**src/rtl/stage_memory.sv**
```systemverilog
// Memory stage: runs EX/MEM loads/stores on the data memory over req/ack and loads the MEM/WB register.
// Latency: 1 cycle with no access; an access acked in cycle k updates MEM/WB k+2 edges after it starts.
// Backpressure: mem_stall_req holds upstream while an access is outstanding; a watchdog ends unacked accesses.
module stage_memory #(
  parameter int TIMEOUT_CYCLES = 16
) (
  input  logic        clk,
  input  logic        reset,
  input  logic        wb_clear,
  input  logic [31:0] mem_instr,
  input  logic        mem_reg_write,
  input  logic        mem_mem_write,
  input  logic        mem_mem_read,
  input  logic [1:0]  mem_result_src,
  input  logic [31:0] mem_alu_result,
  input  logic [31:0] mem_write_data,
  input  logic [31:0] mem_pc_plus_4,
  input  logic [31:0] mem_imm_ext,
  input  logic [4:0]  mem_rd,
  input  logic        dmem_ack,
  input  logic [31:0] dmem_rdata,
  output logic        dmem_req,
  output logic        dmem_we,
  output logic [31:0] dmem_addr,
  output logic [31:0] dmem_wdata,
  output logic        mem_stall_req,
  output logic        dmem_timeout,
  output logic [31:0] wb_instr,
  output logic        wb_reg_write,
  output logic [1:0]  wb_result_src,
  output logic [31:0] wb_alu_result,
  output logic [31:0] wb_read_data,
  output logic [31:0] wb_pc_plus_4,
  output logic [31:0] wb_imm_ext,
  output logic [4:0]  wb_rd
);

  localparam int CW = $clog2(TIMEOUT_CYCLES + 1);
  localparam logic [CW-1:0] CNT_LAST = CW'(TIMEOUT_CYCLES - 1);
  localparam logic [CW-1:0] CNT_MAX  = {CW{1'b1}};

  typedef enum logic [1:0] {S_IDLE, S_WAIT, S_DONE} state_t;

  state_t        state_q, state_d;
  logic [CW-1:0] cnt_q, cnt_d, cnt_inc;
  logic          hold_we_q, hold_we_d;
  logic [31:0]   hold_addr_q, hold_addr_d;
  logic [31:0]   hold_wdata_q, hold_wdata_d;
  logic [31:0]   rdata_q, rdata_d;
  logic          timeout_q, timeout_d;

  logic [31:0]   wb_instr_q, wb_instr_d;
  logic          wb_reg_write_q, wb_reg_write_d;
  logic [1:0]    wb_result_src_q, wb_result_src_d;
  logic [31:0]   wb_alu_result_q, wb_alu_result_d;
  logic [31:0]   wb_read_data_q, wb_read_data_d;
  logic [31:0]   wb_pc_plus_4_q, wb_pc_plus_4_d;
  logic [31:0]   wb_imm_ext_q, wb_imm_ext_d;
  logic [4:0]    wb_rd_q, wb_rd_d;

  logic          access;
  logic          req_raw;
  logic          stall_raw;
  logic [31:0]   load_rdata;

  assign access  = mem_mem_read | mem_mem_write;
  assign cnt_inc = (cnt_q == CNT_MAX) ? cnt_q : cnt_q + 1'b1;

  // Access sequencing: request/stall decode, hold registers, watchdog and read-data capture
  always_comb begin
    state_d      = state_q;
    cnt_d        = cnt_q;
    hold_we_d    = hold_we_q;
    hold_addr_d  = hold_addr_q;
    hold_wdata_d = hold_wdata_q;
    rdata_d      = rdata_q;
    timeout_d    = timeout_q;
    req_raw      = 1'b0;
    stall_raw    = 1'b0;
    load_rdata   = 32'h0;
    dmem_we      = hold_we_q;
    dmem_addr    = hold_addr_q;
    dmem_wdata   = hold_wdata_q;
    case (state_q)
      S_IDLE: begin
        dmem_we    = mem_mem_write;
        dmem_addr  = {mem_alu_result[31:2], 2'b00};
        dmem_wdata = mem_write_data;
        if (access) begin
          req_raw      = 1'b1;
          stall_raw    = 1'b1;
          hold_we_d    = mem_mem_write;
          hold_addr_d  = {mem_alu_result[31:2], 2'b00};
          hold_wdata_d = mem_write_data;
          cnt_d        = '0;
          if (dmem_ack) begin
            state_d = S_DONE;
            rdata_d = mem_mem_write ? 32'h0 : dmem_rdata;
          end else begin
            state_d = S_WAIT;
          end
        end
      end
      S_WAIT: begin
        req_raw   = 1'b1;
        stall_raw = 1'b1;
        cnt_d     = cnt_inc;
        if (dmem_ack) begin
          state_d = S_DONE;
          rdata_d = hold_we_q ? 32'h0 : dmem_rdata;
        end else if (cnt_inc >= CNT_LAST) begin
          // Never acknowledged: finish with zero data and flag it permanently
          state_d   = S_DONE;
          rdata_d   = 32'h0;
          timeout_d = 1'b1;
        end
      end
      S_DONE: begin
        load_rdata = rdata_q;
        state_d    = S_IDLE;
      end
      default: state_d = S_IDLE;
    endcase
  end

  // MEM/WB next value: clear beats bubble beats load
  always_comb begin
    wb_instr_d      = wb_instr_q;
    wb_reg_write_d  = wb_reg_write_q;
    wb_result_src_d = wb_result_src_q;
    wb_alu_result_d = wb_alu_result_q;
    wb_read_data_d  = wb_read_data_q;
    wb_pc_plus_4_d  = wb_pc_plus_4_q;
    wb_imm_ext_d    = wb_imm_ext_q;
    wb_rd_d         = wb_rd_q;
    if (wb_clear) begin
      wb_instr_d      = 32'h0;
      wb_reg_write_d  = 1'b0;
      wb_result_src_d = 2'b00;
      wb_alu_result_d = 32'h0;
      wb_read_data_d  = 32'h0;
      wb_pc_plus_4_d  = 32'h0;
      wb_imm_ext_d    = 32'h0;
      wb_rd_d         = 5'd0;
    end else if (stall_raw) begin
      // Bubble: kill the write-back controls, leave data fields alone
      wb_reg_write_d  = 1'b0;
      wb_result_src_d = 2'b00;
      wb_rd_d         = 5'd0;
    end else begin
      wb_instr_d      = mem_instr;
      wb_reg_write_d  = mem_reg_write;
      wb_result_src_d = mem_result_src;
      wb_alu_result_d = mem_alu_result;
      wb_read_data_d  = load_rdata;
      wb_pc_plus_4_d  = mem_pc_plus_4;
      wb_imm_ext_d    = mem_imm_ext;
      wb_rd_d         = mem_rd;
    end
  end

  // State and pipeline register update with synchronous active-low reset
  always_ff @(posedge clk) begin
    if (!reset) begin
      state_q         <= S_IDLE;
      cnt_q           <= '0;
      hold_we_q       <= 1'b0;
      hold_addr_q     <= 32'h0;
      hold_wdata_q    <= 32'h0;
      rdata_q         <= 32'h0;
      timeout_q       <= 1'b0;
      wb_instr_q      <= 32'h0;
      wb_reg_write_q  <= 1'b0;
      wb_result_src_q <= 2'b00;
      wb_alu_result_q <= 32'h0;
      wb_read_data_q  <= 32'h0;
      wb_pc_plus_4_q  <= 32'h0;
      wb_imm_ext_q    <= 32'h0;
      wb_rd_q         <= 5'd0;
    end else begin
      state_q         <= state_d;
      cnt_q           <= cnt_d;
      hold_we_q       <= hold_we_d;
      hold_addr_q     <= hold_addr_d;
      hold_wdata_q    <= hold_wdata_d;
      rdata_q         <= rdata_d;
      timeout_q       <= timeout_d;
      wb_instr_q      <= wb_instr_d;
      wb_reg_write_q  <= wb_reg_write_d;
      wb_result_src_q <= wb_result_src_d;
      wb_alu_result_q <= wb_alu_result_d;
      wb_read_data_q  <= wb_read_data_d;
      wb_pc_plus_4_q  <= wb_pc_plus_4_d;
      wb_imm_ext_q    <= wb_imm_ext_d;
      wb_rd_q         <= wb_rd_d;
    end
  end

  // Request and stall drop as soon as reset is seen low, not one edge later
  assign dmem_req      = req_raw & reset;
  assign mem_stall_req = stall_raw & reset;
  assign dmem_timeout  = timeout_q;

  assign wb_instr      = wb_instr_q;
  assign wb_reg_write  = wb_reg_write_q;
  assign wb_result_src = wb_result_src_q;
  assign wb_alu_result = wb_alu_result_q;
  assign wb_read_data  = wb_read_data_q;
  assign wb_pc_plus_4  = wb_pc_plus_4_q;
  assign wb_imm_ext    = wb_imm_ext_q;
  assign wb_rd         = wb_rd_q;

endmodule
```
**config.mk**
```make
export PLATFORM = sky130hd
export DESIGN_NAME = stage_memory
export DESIGN_NICKNAME = d
export VERILOG_FILES = /design/src/rtl/stage_memory.sv
export SDC_FILE = /design/constraint.sdc
export NUM_CORES = 1
export LEC_CHECK = 0
export ABC_AREA = 1
export CORE_AREA = 2 2 170 172
export CTS_BUF_LIST = sky130_fd_sc_hd__clkbuf_16
export CTS_CLUSTER_SIZE = 40
export DETAILED_ROUTE_END_ITERATION = 7
export DIE_AREA = 0 0 172 174
export MAX_ROUTING_LAYER = met4
export PLACE_DENSITY_LB_ADDON = 0.2
export SLEW_MARGIN = 20
export SYNTH_ARGS = -nofsm -noshare
export SYNTH_HDL_FRONTEND = slang
export SYNTH_SLANG_ARGS = --single-unit
```
**constraint.sdc**
```tcl
create_clock -name clk -period 3.12 [get_ports clk]
set_input_delay 0.624 -clock clk [delete_from_list [all_inputs] [get_ports clk]]
set_output_delay 0.624 -clock clk [all_outputs]
set_load 0.05 [all_outputs]
```
==> results of run 1 <==
placed cells by master (no fill, tap or decap), types with 2 or more instances in the layout:
cell type and n:
clkdlybuf4s50_1 373, o21ai_0 281, dfxtp_1 271, nor2_1 153, nor3_1 129, nand2_1 121, a21oi_1 106, inv_1 90
buf_12 70, nand3_1 57, clkbuf_16 29, o21ai_1 21, buf_4 15, nand3_2 10, o21ai_2 10, clkinv_2 8
clkinv_1 7, inv_2 4, nor2_4 3, bufinv_16 3, diode_2 2, nand2_2 2, nand3_4 2, conb_1 2
through the flow:
stage               hold WS, ns  setup slack, ns  utilization (%)
detailed placement        0.439            0.352             56.2
global route              0.469           0.0525             59.5
global placement          0.434            0.411             56.2
CTS                       0.448            0.175             59.4
finish                    0.446            0.239             59.5
floorplan                 0.425            0.269                -
routing by layer:
metal  vias to the layer above  routed length [um]  GRT usage, %
li1                       5372                   -             -
met1                      4991               15300          29.5
met2                       366               17500          38.4
met3                        65                3040          5.97
met4                         0                1020          7.60
met5                         -                   0             -
logic make-up after synthesis:
logic type | synth area share [%]
other | 0.0352
and+or+nand+nor | 20.3
adders and majority gates | 0.117
buffers and inverters | 8.33
AOI/OAI and AO/OA | 20.2
DFF | 50.9
xor gates and xnor gates | 0.0822
registers in the layout (all words and copies together) (netlist names), 2 cells and up:
register       cells
wb_read_data      32
hold_addr_q       30
wb_pc_plus_4      32
hold_wdata_q      32
wb_instr          32
wb_alu_result     32
cnt_q              5
rdata_q           32
wb_result_src      2
state_q            2
wb_imm_ext        32
wb_rd              5
how the worst max path moves through the flow:
| stage | start | endpoint | slack, ns | cells past startpoint |
|---|---|---|---|---|
| 2_1_floorplan | mem_mem_write | mem_stall_req | 0.27 | 7 |
| 3_3_place_gp | mem_mem_write | dmem_req | 0.41 | 6 |
| 3_5_place_dp | mem_mem_write | hold_wdata_q[10] | 0.35 | 8 |
| 4_1_cts | state_q[0] | dmem_wdata[15] | 0.17 | 5 |
| 5_1_grt | state_q[0] | dmem_wdata[5] | 0.05 | 5 |
| 6_report | state_q[0] | dmem_wdata[5] | 0.24 | 5 |
cells in the mapped netlist:
| master | n |
|---|---|
| nand4_2 | 1 |
| conb_1 | 1 |
| dfxtp_1 | 271 |
| nand3_1 | 57 |
| nor2_1 | 155 |
| nand3_2 | 10 |
| o211ai_1 | 1 |
| inv_2 | 6 |
| clkbuf_2 | 1 |
| nand2_2 | 2 |
| o21ai_0 | 281 |
| a31oi_1 | 1 |
| nor3_1 | 129 |
| or2_2 | 1 |
| nor3_2 | 1 |
| buf_6 | 3 |
| inv_1 | 84 |
| clkbuf_1 | 74 |
| buf_1 | 6 |
| a21oi_2 | 1 |
| nand2_1 | 121 |
| nand4_1 | 1 |
| buf_4 | 4 |
| a21oi_1 | 106 |
| o21ai_1 | 21 |
| o21ai_2 | 10 |
| buf_2 | 36 |
| nand3_4 | 2 |
| nor2_2 | 2 |
| xnor2_1 | 1 |
| ha_1 | 1 |
critical path: stages (launching register included):
cell     delay [ns]
dfxtp_1        0.38
nor2_4         0.55
buf_4          0.34
nand2_1        0.07
o21ai_0        0.17
buf_12         0.19
final cells by class:
type / count / area (um^2) / share of cell area [%]
clock inverters: 24 / 183 / 1.09
clock buffers: 29 / 726 / 4.32
diodes: 2 / 5.00 / 0.0298
multi-input cells: 907 / 4370 / 26.0
flip-flops and latches: 271 / 5430 / 32.3
repair buffers: 460 / 5280 / 31.4
inverters: 90 / 342 / 2.03
well taps: 384 / 480 / 2.86
power by group:
group	switching [mW]	internal, mW	total, mW
clock network	1.40	1.92	3.32
logic	2.13	1.27	3.40
registers	0.110	3.74	3.85
total	3.64	6.94	10.6
==> summary.md, run 1 <==
| Metric | Value |
|---|---|
| Final min period | 2.88 ns |
| Post-CTS Resized | 0 |
| R2R setup slack | 0.75 ns |
| Global placement routability congestion | 0.815 |
| Cells on Worst Hold Path | 2 |
| Fin crit share | 92.3% |
| Outcome | finished clean |
| Synth top area share | 50.9% |
| Lkg Pwr | 6.56 nW |
| Vias in the first global route | 10100 |
| Final cell count without fillers | 2167 |
| Yosys reg bits | 271 |
| Top post-synthesis cells by area | dfxtp_1 51%, o21ai_0 13%, nor3_1 6.1% |
| Hold path endpoint | hold_wdata_q[14] |
| Register area share after synthesis | 50.9% |
| R2r endpoint | rdata_q[25] |
| Top Ports | 442 |
| Pwr Total | 10.6 mW |
| Fill cell count | 2577 |
| Root Driver | clkbuf_16 |
| Max cap viols | 0 |
| Drt wl/cell | 17.0 um |
| Final instance area | 16800 um^2 |
| Final wirelength | 36900 um |
| Syn-to-layout area delta | 57.8% |
| Chip width | 172 um |
| Least-Margin Pin Slew | 0.713 ns |
| Slew Viols, Final | 0 |
| Worst Path Max Fanout | 26 |
| Crit start category | flop |
| IO buf count | 439 |
| Final Hold Viols | 0 |
| CTS sink cnt | 271 |
| Worst r2r path cells | 11 |
| DRC | 0 |
| Layout cell share with drive strength beyond 1 | 9.26% |
| Critical path arrival | 2.26 ns |
| Initial Util | 37.7% |
| CP Class | reg -> out |
| CP required | 2.50 ns |
| Placed cell area | 15900 um^2 |
| GRT Util Overall | 23.9% |
| RSZ-0062 raised after global routing | no |
| Worst min-delay path category | reg -> reg |
| Dpl cells | 2111 |
| Min-Delay Startpoint | hold_wdata_q[14] |
| Worst vdd ir | 0.000412 V |
| Chip height | 174 um |
| First-pass iteration count of the detailed router | 7 |
| Area leader, netlist | dfxtp_1 |
| Rel. slew slack | 52.4% |
| Clock Skew | 0.0177 ns |
| Core area | 28200 um^2 |
| CTS buffer count | 29 |
| Cells after synthesis | 1391 |
| Number of distinct library cells after synthesis | 31 |
| Clock tree buffer depth | 3 |
| CTS Hold Bufs | 0 |
| Fin nets | 1966 |
| YS warnings | 0 |
| DPL Wire Length | 25000 um |
| CTS clk-pin slew, worst paths | 0.06 ns |
| Worst skew pair latency | 0.55 ns |
| Routed Antenna Nets | 0 |
| Global-route wire length before repair | 55800 um |
| Post-CTS Setup Inserts | 0 |
| Die ar. | 29900 um^2 |
| H-tree depth | 1 |
| Antenna violations before repair | 2 |
| Congestion Overflow GR | 0 |
| Synthesized area | 10700 um^2 |
| Fmax | 347 MHz |
| Avg Vias per Cell | 4.98 |
| Largest net degree at the start of global routing | 111 |
| Pwr dens | 629 nW/um^2 |
| Via count | 10800 |
| FP Rows | 62 |
| Setup Viol. Count Final | 0 |
| Reg2reg start | cnt_q[0] |
| TNS Setup | 0 ns |
| CTS tree | built |
| CP Capture Type | output pin |
| Iter 0 DRT Violations | 768 |
| Avg Cell Area, Syn | 7.66 um^2 |
Note: power is estimated with default switching activity, not from simulation.
==> run 2: changes to the inputs <==
Settings changed: GPL_ROUTABILITY_DRIVEN set to 0.
==> results of run 2 <==
Same layout as run 1: the final DEF is identical, and so are final timing and power.
==> run 3: changes to the inputs <==
Clock period 3.12 ns to 3.4 ns, I/O delays scaled along.
==> summary.md, run 3 (synthesis gave the netlist of run 1 again) <==
| Metric | Value |
|---|---|
| Vias in the first global route | 9860 (-2.2%) |
| Antenna violations before repair | 0 (-2) |
| Flop pwr share | 37.3% (+0.9 points) |
| Fin crit share | 93.4% |
| Antenna Cells | 0 (-2) |
| Critical path's slowest cell | nor2_4 |
| Final wirelength | 36600 um (-0.73%) |
| Worst skew pair latency | 0.55 ns (about the same) |
| Syn-to-layout area delta | 53.7% |
| Final min period | 3.18 ns |
| Setup Viol. Count Final | 0 (unchanged) |
| Root Driver | clkbuf_16 |
| Final Hold Viols | 0 (unchanged) |
| Clock share of power | 31.8% (+0.4 points) |
| Cells on Worst Hold Path | 2 (unchanged) |
| Outcome | finished clean |
| DRC | 0 (unchanged) |
| Dpl cells | 2107 (-0.19%) |
| GRT Util Overall | 23.7% (-0.19 points) |
| TNS Setup | 0 ns (unchanged) |
| Most common cell after layout, fill and taps aside | clkdlybuf4s50_1 |
| Layout cell share with drive strength beyond 1 | 8.95% (-0.31 points) |
| RSZ-0062 raised after global routing | no |
| Post-CTS Setup Inserts | 0 (unchanged) |
| Max cap viols | 0 (unchanged) |
| Hold slack | 0.447 ns (+0.000555 ns) |
| Lkg Pwr | 6.40 nW (-2.5%) |
| Congestion Overflow GR | 0 (unchanged) |
| Fmax | 315 MHz |
| CP Class | reg -> out |
| Top Ports | 442 (unchanged) |
| Sw Share | 35.0% (+0.62 points) |
| Least-Margin Pin Slew | 0.770 ns (+0.0560 ns) |
| NetSw | 3.32 mW (-8.8%) |
| Iter 0 DRT Violations | 772 (+0.52%) |
| Fill cell count | 2587 (+0.39%) |
| Reg2reg start | state_q[1] |
| CP Capture Type | output pin |
| FP Rows | 62 (unchanged) |
| CTS tree | built |
| CP required | 2.72 ns (+0.22 ns) |
| Routed Antenna Nets | 0 (unchanged) |
| Worst r2r path cells | 7 (-4) |
| Register Area | 5430 um^2 (unchanged) |
| IO buf count | 439 (unchanged) |
| Via count | 10700 (-1.1%) |
| Core area | 28200 um^2 (unchanged) |
| Combinational share of power | 31.0% (-1.2 points) |
| Largest net degree at the start of global routing | 165 (+49%) |
| First-pass iteration count of the detailed router | 5 (-2) |
| Min-Delay Startpoint | hold_wdata_q[16] |
| H-tree depth | 1 (unchanged) |
| Area of the multi-input gates | 4370 um^2 (unchanged) |
| DPL Wire Length | 24100 um (-3.7%) |
| Slew Viols, Final | 0 (unchanged) |
| Drt wl/cell | 17.0 um (-0.41%) |
| Most frequent cells in the layout | 373 x clkdlybuf4s50_1, 281 x o21ai_0, 271 x dfxtp_1 |
| Critical path arrival | 2.50 ns (+0.24 ns) |
| Clock Skew | 0.0111 ns (-0.00653 ns) |
| Fin nets | 1962 (-0.20%) |
| Worst-path cell chain | nor2_4, buf_4, nand2_1, o21ai_0, buf_12 |
| Worst min-delay path category | reg -> reg |
| Die ar. | 29900 um^2 (unchanged) |
| CTS sink cnt | 271 (unchanged) |
| Slowest stage delay, CP | 0.55 ns (about the same) |
| Rel. slew slack | 48.7% (-3.7 points) |
| Worst Setup SP | state_q[0] |
| Final cell count without fillers | 2160 (-0.32%) |
| Worst Path Max Fanout | 52 (+100%) |
| CTS Hold Bufs | 0 (unchanged) |
| CTS buffer count | 30 (+3.4%) |
| Pwr dens | 579 nW/um^2 (-8.0%) |
| P_int | 6.16 mW (-11%) |
| Initial Util | 37.7% (unchanged) |
| Chip width | 172 um (unchanged) |
| Worst vdd ir | 0.000347 V (-16%) |
| Clock tree buffer depth | 3 (unchanged) |
| Crit start category | flop |
| Global-route wire length before repair | 55400 um (-0.80%) |
| Chip height | 174 um (unchanged) |
| Avg Vias per Cell | 4.94 (-0.83%) |
| CTS clk-pin slew, worst paths | 0.06 ns (about the same) |
| Post-CTS Resized | 0 (unchanged) |
[run 3: cell count changes in the layout (fill, tap and decap cells not counted)]
cell	previous run	this run
clkbuf_16	29	31
clkinvlp_4	0	1
clkinv_1	7	8
buf_4	15	40
clkinv_2	8	6
bufinv_16	3	1
buf_16	1	0
buf_12	70	41
diode_2	2	0
[run 3: path summary, 6_finish.rpt]
path,slack (ns),endpoint
worst min-delay path,0.45,hold_wdata_q[16]
worst max register to register,0.93,hold_wdata_q[25]
worst max-delay path,0.22,dmem_addr[19]
worst min register to register,0.45,hold_wdata_q[16]
[run 3: layer usage]
layer  up-vias  global-route usage (%)  wire (um)
li1       5363                       -          -
met1      4899                    29.8      15300
met2       352                    37.8      17200
met3        56                    6.01       3080
met4         0                    7.00       1020
met5         -                       -          0
[run 3: power by group through the flow]
stage	clock (mW)	combinational, mW	sequential, mW
floorplan	0	1.34	4.02
global placement	0	2.92	3.59
detailed placement	0	2.94	3.60
CTS	3.07	2.95	3.53
global route	3.21	3.12	3.56
finish	3.01	2.93	3.53
[run 3: metrics by stage]
| stage | total power [mW] | area (um^2) | utilization, % | setup WS [ns] |
|---|---|---|---|---|
| 2_1_floorplan | 5.36 | 10700 | - | 0.437 |
| 3_3_place_gp | 6.51 | 15500 | 54.8 | 0.543 |
| 3_5_place_dp | 6.54 | 15500 | 54.8 | 0.466 |
| 4_1_cts | 9.55 | 16400 | 58.0 | 0.204 |
| 5_1_grt | 9.89 | 16400 | 58.0 | 0.0487 |
| 6_report | 9.48 | 16400 | 58.0 | 0.224 |
[run 3: final cells by class]
type / count / area share (%)
Sequential cell: 271 / 33.1
Timing Repair Buffer: 455 / 29.7
Multi-Input combinational cell: 907 / 26.7
Clock buffer: 31 / 4.74
Tap cell: 384 / 2.93
Inverter: 90 / 2.09
Clock inverter: 22 / 0.756
[run 3: worst max-delay path: cells and delay by family, from the launching register on]
kind                   cells  cell delay (ns)
DFF                        1             0.39
buffers and inverters      2             0.71
and+or+nand+nor            2             0.66
AOI/OAI and AO/OA          1             0.17
